## src/rtl/parsing_pkg.sv

```systemverilog
// Shared parameters, loader state encoding and helpers for the layer-00 parsing bank loader.
package parsing_pkg;

  localparam int NUM_BANKS = 16;
  localparam int AW        = 9;
  localparam int DW        = 128;
  localparam int BW        = 4;
  localparam int LW        = AW + BW + 1;

  // Largest legal frame: every word of every bank.
  localparam logic [LW-1:0] MAX_LEN = LW'(NUM_BANKS * (2 ** AW));

  typedef enum logic [1:0] {
    IDLE  = 2'd0,
    LOAD  = 2'd1,
    FLUSH = 2'd2,
    START = 2'd3
  } loader_state_t;

  function automatic logic [NUM_BANKS-1:0] onehot_bank(input logic [BW-1:0] idx);
    onehot_bank      = '0;
    onehot_bank[idx] = 1'b1;
  endfunction

  function automatic logic [31:0] byte_sum(input logic [DW-1:0] w);
    byte_sum = '0;
    for (int i = 0; i < DW / 8; i++) begin
      byte_sum = byte_sum + 32'(w[8*i +: 8]);
    end
  endfunction

endpackage

```

## src/rtl/parsing_bank_addr_gen.sv

```systemverilog
// Word counter for the bank loader: turns word index k into bank one-hot, bank address
// and the last-word flag for the latched frame length.
module parsing_bank_addr_gen
  import parsing_pkg::*;
(
  input  logic                 clk,
  input  logic                 rst,
  input  logic                 clr_i,
  input  logic                 adv_i,
  input  logic [LW-1:0]        len_i,
  output logic [NUM_BANKS-1:0] bank_oh_o,
  output logic [AW-1:0]        addr_o,
  output logic                 last_o
);

  logic [LW-2:0] cnt_q, cnt_d;
  logic [LW-1:0] len_m1;

  always_comb begin
    cnt_d = cnt_q;
    if (clr_i) begin
      cnt_d = '0;
    end else if (adv_i) begin
      cnt_d = cnt_q + 1'b1;
    end
  end

  always_ff @(posedge clk) begin
    if (rst) begin
      cnt_q <= '0;
    end else begin
      cnt_q <= cnt_d;
    end
  end

  // len_i is at least 1 whenever a frame is active, so len-1 never underflows.
  assign len_m1    = len_i - 1'b1;
  assign last_o    = ({1'b0, cnt_q} == len_m1);
  assign bank_oh_o = onehot_bank(cnt_q[BW-1:0]);
  assign addr_o    = cnt_q[AW+BW-1:BW];

endmodule

```

## src/rtl/parsing_bank_loader.sv

```systemverilog
// Scatters a 128-bit word stream across the parsing-stage BRAM banks, then pulses oStart.
// Optional byte checksum output oCksum when PARSING_LOADER_CKSUM_EN is defined.
module parsing_bank_loader
  import parsing_pkg::*;
(
  input  logic                 clk,
  input  logic                 rst,
  input  logic                 iLoad,
  input  logic [LW-1:0]        iLen,
  input  logic                 s_valid,
  output logic                 s_ready,
  input  logic [DW-1:0]        s_data,
  input  logic                 s_last,
  output logic [NUM_BANKS-1:0] o_ena,
  output logic [NUM_BANKS-1:0] o_wea,
  output logic [AW-1:0]        o_addra,
  output logic [DW-1:0]        o_dia,
  output logic                 oStart,
  output logic                 oBusy,
  output logic                 oErr,
  output logic [1:0]           dbg_state_o
`ifdef PARSING_LOADER_CKSUM_EN
  ,
  output logic [31:0]          oCksum
`endif
);

  loader_state_t        state_q, state_d;
  logic [LW-1:0]        len_q, len_d;
  logic                 err_q, err_d;
  logic [NUM_BANKS-1:0] ena_q, ena_d;
  logic [AW-1:0]        addra_q, addra_d;
  logic [DW-1:0]        dia_q, dia_d;

  logic                 load_acc;
  logic                 beat;
  logic                 len_ok;
  logic [NUM_BANKS-1:0] bank_oh;
  logic [AW-1:0]        bank_addr;
  logic                 is_last;

  // Handshake: a word transfers on a cycle where s_valid && s_ready; s_ready depends
  // only on state (high throughout LOAD), never on s_valid.
  assign s_ready = (state_q == LOAD);
  assign beat    = s_ready && s_valid;
  assign len_ok  = (iLen != '0) && (iLen <= MAX_LEN);

  parsing_bank_addr_gen u_addr_gen (
    .clk       (clk),
    .rst       (rst),
    .clr_i     (load_acc),
    .adv_i     (beat && !is_last),
    .len_i     (len_q),
    .bank_oh_o (bank_oh),
    .addr_o    (bank_addr),
    .last_o    (is_last)
  );

  always_comb begin
    state_d  = state_q;
    len_d    = len_q;
    err_d    = err_q;
    load_acc = 1'b0;
    ena_d    = beat ? bank_oh : '0;
    addra_d  = beat ? bank_addr : addra_q;
    dia_d    = beat ? s_data : dia_q;
    case (state_q)
      IDLE: begin
        if (iLoad) begin
          if (len_ok) begin
            load_acc = 1'b1;
            len_d    = iLen;
            err_d    = 1'b0;
            state_d  = LOAD;
          end else begin
            err_d = 1'b1;
          end
        end
      end
      LOAD: begin
        // The length decides the end of frame; s_last only matters when it is early.
        if (beat) begin
          if (is_last) begin
            state_d = FLUSH;
          end else if (s_last) begin
            err_d   = 1'b1;
            state_d = IDLE;
          end
        end
      end
      FLUSH:   state_d = START;
      START:   state_d = IDLE;
      default: state_d = IDLE;
    endcase
  end

  always_ff @(posedge clk) begin
    if (rst) begin
      state_q <= IDLE;
      len_q   <= '0;
      err_q   <= 1'b0;
      ena_q   <= '0;
      addra_q <= '0;
      dia_q   <= '0;
    end else begin
      state_q <= state_d;
      len_q   <= len_d;
      err_q   <= err_d;
      ena_q   <= ena_d;
      addra_q <= addra_d;
      dia_q   <= dia_d;
    end
  end

  assign o_ena       = ena_q;
  assign o_wea       = ena_q;
  assign o_addra     = addra_q;
  assign o_dia       = dia_q;
  assign oStart      = (state_q == START);
  assign oBusy       = (state_q != IDLE);
  assign oErr        = err_q;
  assign dbg_state_o = state_q;

`ifdef PARSING_LOADER_CKSUM_EN
  logic [31:0] cksum_q;

  always_ff @(posedge clk) begin
    if (rst) begin
      cksum_q <= '0;
    end else if (load_acc) begin
      cksum_q <= '0;
    end else if (beat) begin
      cksum_q <= cksum_q + byte_sum(s_data);
    end
  end

  assign oCksum = cksum_q;
`endif

endmodule

```

## config.mk

```make
export PLATFORM = sky130hd
export DESIGN_NAME = parsing_bank_loader
export DESIGN_NICKNAME = d
export VERILOG_FILES = /design/src/rtl/parsing_pkg.sv /design/src/rtl/parsing_bank_addr_gen.sv /design/src/rtl/parsing_bank_loader.sv
export SDC_FILE = /design/constraint.sdc
export NUM_CORES = 1
export LEC_CHECK = 0
export ABC_AREA = 1
export CORE_AREA = 2 2 110 155
export DETAILED_ROUTE_END_ITERATION = 16
export DIE_AREA = 0 0 112 157
export PLACE_DENSITY = 0.9
export SLEW_MARGIN = 40
export SYNTH_ARGS = -nofsm -noshare
export SYNTH_HDL_FRONTEND = slang
export SYNTH_SLANG_ARGS = --single-unit
```

## constraint.sdc

```tcl
create_clock -name clk -period 4.34 [get_ports clk]
set_input_delay 0.651 -clock clk [delete_from_list [all_inputs] [get_ports clk]]
set_output_delay 0.651 -clock clk [all_outputs]
set_load 0.02 [all_outputs]
```

## After elaboration in Yosys (flattened, before gate mapping)

Cells that the tools add are included.

| cells by class | value |
|---|---|
| $lt $le $gt $ge | 3 |
| add/sub/neg operators | 2 |
| mux-type cells | 17 |
| equal/unequal tests | 10 |
| bitwise logic cells | 1 |
| reductions and logical operators | 14 |

Operators with widths:

| kind | number |
|---|---|
| 13-bit by 14-bit equality test with 1-bit output | 1 |
| 14-bit less-or-equal comparator, second input constant | 1 |
| 14-bit nonzero test | 1 |
| 14-bit by 1-bit subtractor with 14-bit output, second input constant | 1 |
| 13-bit by 1-bit adder with 13-bit output, second input constant | 1 |
| 2-bit 2-to-1 mux | 5 |
| 1-bit 2-to-1 mux | 9 |
| 2-bit case mux with 4 select lines | 1 |
| 2-bit inequality test, second input constant | 3 |
| 4-bit by 5-bit less-than comparator with 1-bit output, second input constant | 1 |
| 5-bit AND reduction | 1 |
| 1-bit demux with 4-bit select | 1 |
| 2-bit equality test, second input constant | 2 |
| 4-bit by 1-bit >= comparator with 1-bit output, second input constant | 1 |
| 1-bit logical AND | 4 |
| 2-bit by 1-bit inequality test with 1-bit output, second input constant | 2 |
| 4-bit AND reduction | 1 |
| 2-bit nonzero test | 2 |
| 2-bit OR reduction | 2 |
| 3-bit by 1-bit inequality test with 1-bit output, second input constant | 1 |
| 3-bit AND reduction | 1 |
| 2-bit by 1-bit equality test with 1-bit output, second input constant | 1 |
| 2-bit logical NOT | 1 |
| 1-bit case mux with 2 select lines | 1 |
| 2 further kinds | 2 |

| storage, ports and cells | value |
|---|---|
| output and inout port bits | 175 |
| word-level logic and storage cells | 54 |
| register bits after elaboration | 183 |

## Depth between registers and ports, before layout

| depth | value |
|---|---|
| depth after elaboration | 6 |
| gate-level depth with buffers | 15 |

## Hierarchy

Synthesis repeated with hierarchy kept, for this count alone.

| unflattened totals | value |
|---|---|
| cell total of the unflattened synthesis | 1039 |
| area total of the unflattened synthesis | 7473.4 sq um |

By module, submodules not included:

| module | area each (sq um) | times used | cells an instance |
|---|---|---|---|
| parsing_bank_loader | 6139.6 | 1 | 802 |
| parsing_bank_addr_gen | 1333.8 | 1 | 237 |

## Least setup slack after synthesis

Ideal clock, no wire load.

| timing | value |
|---|---|
| path type | input port to flip-flop |
| start point | input iLen[7] |
| end point | register len_q[12] |
| path slack | 2.429 ns |
| stages on the path | 10 |
| required time | 4.224 ns |
| path buffers | 2 |
| arrival | 1.796 ns |
| setup time | 0.116 ns |
| cell sequence | nor3_1 > nand4_1 > o21ai_1 > nand3_1 > nor2_4 > inv_2 > buf_2 > buf_6 > nor2_1 > nor2_1 |

| between the ends | value |
|---|---|
| word-level cells in the longest chain between the ends | 3 |

Ends and longest elaborated chain:

| item | RTL line | text |
|---|---|---|
| from (decl) | parsing_bank_loader.sv:9 | `input logic [LW-1:0] iLen,` |
| 14-bit less-or-equal comparator / 14-bit nonzero test (equally long branches) | parsing_bank_loader.sv:46 | `assign len_ok = (iLen != '0) && (iLen <= MAX_LEN);` |
| 1-bit logical AND (*) | parsing_bank_loader.sv:46 |  |
| 3-bit AND reduction (no line) (*) | n/a |  |
| to (signal assigned) | parsing_bank_loader.sv:107 | `len_q <= len_d;` |
| to (decl) | parsing_bank_loader.sv:29 | `logic [LW-1:0] len_q, len_d;` |

Every way passes the cells marked *; elsewhere a longest branch is shown, timed or not.
A chain may end at the register's enable or synchronous reset.

## Worst setup path in the final report

| timing | value |
|---|---|
| start point | input s_valid |
| end point | register dia_q[32], in the netlist o_dia[32] |

| between the ends | value |
|---|---|
| word-level cells in the longest chain between the ends | 1 |

Ends and longest elaborated chain:

| item | RTL line | text |
|---|---|---|
| from (decl) | parsing_bank_loader.sv:10 | `input logic s_valid,` |
| 1-bit logical AND | parsing_bank_loader.sv:45 | `assign beat = s_ready && s_valid;` |
| to (signal assigned) | parsing_bank_loader.sv:111 | `dia_q <= dia_d;` |
| to (decl) | parsing_bank_loader.sv:33 | `logic [DW-1:0] dia_q, dia_d;` |

No other way between the ends.

==> results.txt <==
Setup slack, reg-to-reg: 1.88 ns
CTS Hold Buffers Added: 0
Final setup violation count: 0
Post-DRT Antenna Nets: 0
Hpwl dp: 16.4 mm
YS warnings: 0
Worst EP required: 4.71 ns
Ports: 322
R2R depth: 8
DRT Pass-1 Iters: 5
Hold wc startpoint: oErr$_SDFFE_PP0P_
Vias in the first global route: 7327
Final net count: 1393
Gr usage total: 0.257
Top cells by area, synth: dfxtp_1 (51%), nor2_1 (17%), o21ai_0 (11%), nand2_1 (4.9%), clkbuf_1 (2.0%)
Final TNS setup: 0 ns
#FFs+latches synth: 183
Placeable core region: 16100 um2
P_leak: 4.49 nW
Worst min-delay path category: flip-flop to flip-flop
Max Clk Rate: 0.398 GHz
Die W: 112 um
Grt ovf: 0
Drt total wl: 23.1 mm
Cts bufs inserted: 17
Routed vias/inst: 5.00
Clock skew: 0.00783 ns
Relative slew slack: 0.486
Startpoint types: input pin
Drt wl/cell: 15.9 um
Clock tree from TritonCTS: yes
Yosys cell types: 30
Final Cycle Share: 0.579
Clk slew on worst S/H paths: 0.07 ns
Final GP Congestion: 0.882
Antenna violations before repair: 1
Crit path DAT: 2.88 ns
Crit path max fanout: 84
First-pass GRT wire length: 36.2 mm
Synthesized area: 7180 um2
Syn Nets: 1114
Fin crit period: 2.51 ns
Clk root buf: clkbuf_16
Post-synthesis to final-layout area growth: 53.2%
Ys async rst share: 0
Post-CTS setup buffer count: 0
Worst hold path endpoint: oErr$_SDFFE_PP0P_
Top cell type by total area after synthesis: dfxtp_1
Die Ht: 157 um
Max-capacitance violation count: 0
RSZ-0062 raised after global routing: no
Peak supply drop: 0.000288 V
Starting Density: 0.446
Post-layout util: 0.683
Mapped Cells: 962
Worst Setup Path Type: input pin to flip-flop
Post-synthesis sequential area ratio: 0.510
# DRC: 0
Max H-tree Level: 4
FP Rows: 55
Share of cells above drive strength 1: 0.0486
Endpoint class of the critical path: flip-flop
Pin count of the biggest net entering global routing: 95
Least-Margin Pin Slew: 0.771 ns
Number of gates resized after cts: 0
Reg2Reg Launch Point: dbg_state_o[0]$_SDFFE_PP0P_
Latest clock arrival within the worst-skew pair: 0.43 ns
Initial DRC count: 498
Fin. max-slew vios: 0
IO Port Bufs: 321
Top-area cell type share of the netlist area: 0.510
Post-synth EDFFs: 0
Worst hold path depth: 2
Via count: 7273
Die area: 17600 um2
Worst R2R End: o_dia[32]$_SDFFE_PP0P_
Power Density: 376 nW/um2
Most frequently used flop master after synthesis: dfxtp_1
Final Hold Fails: 0
Bufs on Longest Clock Path: 2
# clock sinks: 183
Status: finished, final reports clean
Syn Area/Cell: 7.47 um2
-- logic make-up (layout without fill, tap and decap cells) --
logic type / after synthesis / count (layout) / synth area share
other: 0 / 1 / 0
adders and majority gates: 5 / 5 / 0.00871
xor gates and xnor gates: 16 / 16 / 0.0195
buffers and inverters: 104 / 396 / 0.0665
DFF: 183 / 183 / 0.510
and+or+nand+nor: 466 / 466 / 0.261
AOI/OAI and AO/OA: 188 / 188 / 0.134
-- cell type report --
| cell class | instances | area, um2 |
|---|---|---|
| antenna | 1 | 2.50 |
| clock buffer | 18 | 439 |
| clock inverter | 14 | 190 |
| fill | 1230 | 5100 |
| inverter | 39 | 150 |
| multi-input combinational | 675 | 3040 |
| sequential | 183 | 3660 |
| tap | 199 | 249 |
| timing repair buffer | 325 | 3270 |
-- registers in the layout, indices dropped and copies added (netlist names), named ones only --
signal and flops:
dbg_state_o 1, len_q 14, oErr 1, o_addra 9, o_dia 128, o_ena 16, u_addr_gen.cnt_q 13
-- worst max-delay path by stage --
stage               cells after the start  slack [ns]                         from                       to
global placement                        7        1.47                      s_valid   o_dia[27]$_SDFFE_PP0P_
CTS                                     7        1.86                      s_valid   o_dia[32]$_SDFFE_PP0P_
finish                                  7        1.83                      s_valid   o_dia[32]$_SDFFE_PP0P_
detailed placement                      7        1.43                      s_valid  o_dia[112]$_SDFFE_PP0P_
floorplan                              10        2.43                      iLen[7]   len_q[12]$_SDFFE_PP0P_
global route                            8        1.65  dbg_state_o[0]$_SDFFE_PP0P_   o_dia[73]$_SDFFE_PP0P_
-- cell usage after synthesis, types with 2 or more instances --
cell / count
dfxtp_1: 183
nand3b_1: 4
nand3_1: 19
nor2_2: 8
nand4_1: 3
buf_2: 7
buf_4: 17
nor2_4: 3
nor2_1: 319
inv_2: 2
xnor2_1: 10
nor3_1: 7
nand2_2: 5
nand2_1: 94
inv_1: 36
o21ai_1: 4
ha_1: 5
a21oi_2: 3
xor2_1: 6
a21oi_1: 25
o21ai_0: 155
buf_6: 2
clkbuf_1: 38
-- placed cells by master (no fill, tap or decap), types with 4 or more instances in the layout --
master           instances
a21oi_1                 25
nor2_2                   8
nand3_1                 19
ha_1                     5
xnor2_1                 10
dfxtp_1                183
inv_8                    4
clkbuf_16               17
xor2_1                   6
clkdlybuf4s50_1        321
nand2_2                  5
o21ai_1                  4
nor2_1                 319
inv_1                   36
o21ai_0                155
nor3_1                   7
nand3b_1                 4
nand2_1                 94
-- through the flow --
step	total power [W]	worst slack (ns)	cell area, um2	instances	hold slack [ns]
final	0.00414	1.83	11000	1454	0.476
after global routing	0.00429	1.65	11000	1454	0.492
after CTS	0.00416	1.86	11000	1453	0.479
after detailed placement	0.00252	1.43	10400	1421	0.469
after global placement	0.00250	1.47	10400	1421	0.445
after floorplan	0.00216	2.43	7180	962	0.459
-- critical path: stages --
cell and delay (ns):
clkdlybuf4s50_1 0.45, inv_1 0.07, nor2_4 0.14, buf_4 0.63, buf_4 0.57, o21ai_0 0.19, nor2_1 0.12
-- per-layer routing --
metal | global-route usage | vias to the layer above | routed length (um)
li1 | - | 3599 | -
met1 | 0.272 | 3332 | 8510
met2 | 0.463 | 288 | 11900
met3 | 0.0909 | 54 | 1880
met4 | 0.108 | 0 | 816
met5 | 0 | - | 0
-- report_power, final --
group,leakage (nW),switching (W),internal [W]
clock network,0.305,0.000708,0.000943
registers,1.49,0.0000511,0.00176
logic,2.70,0.000349,0.000323
total,4.49,0.00111,0.00303
(Power assumes the default switching activity.)
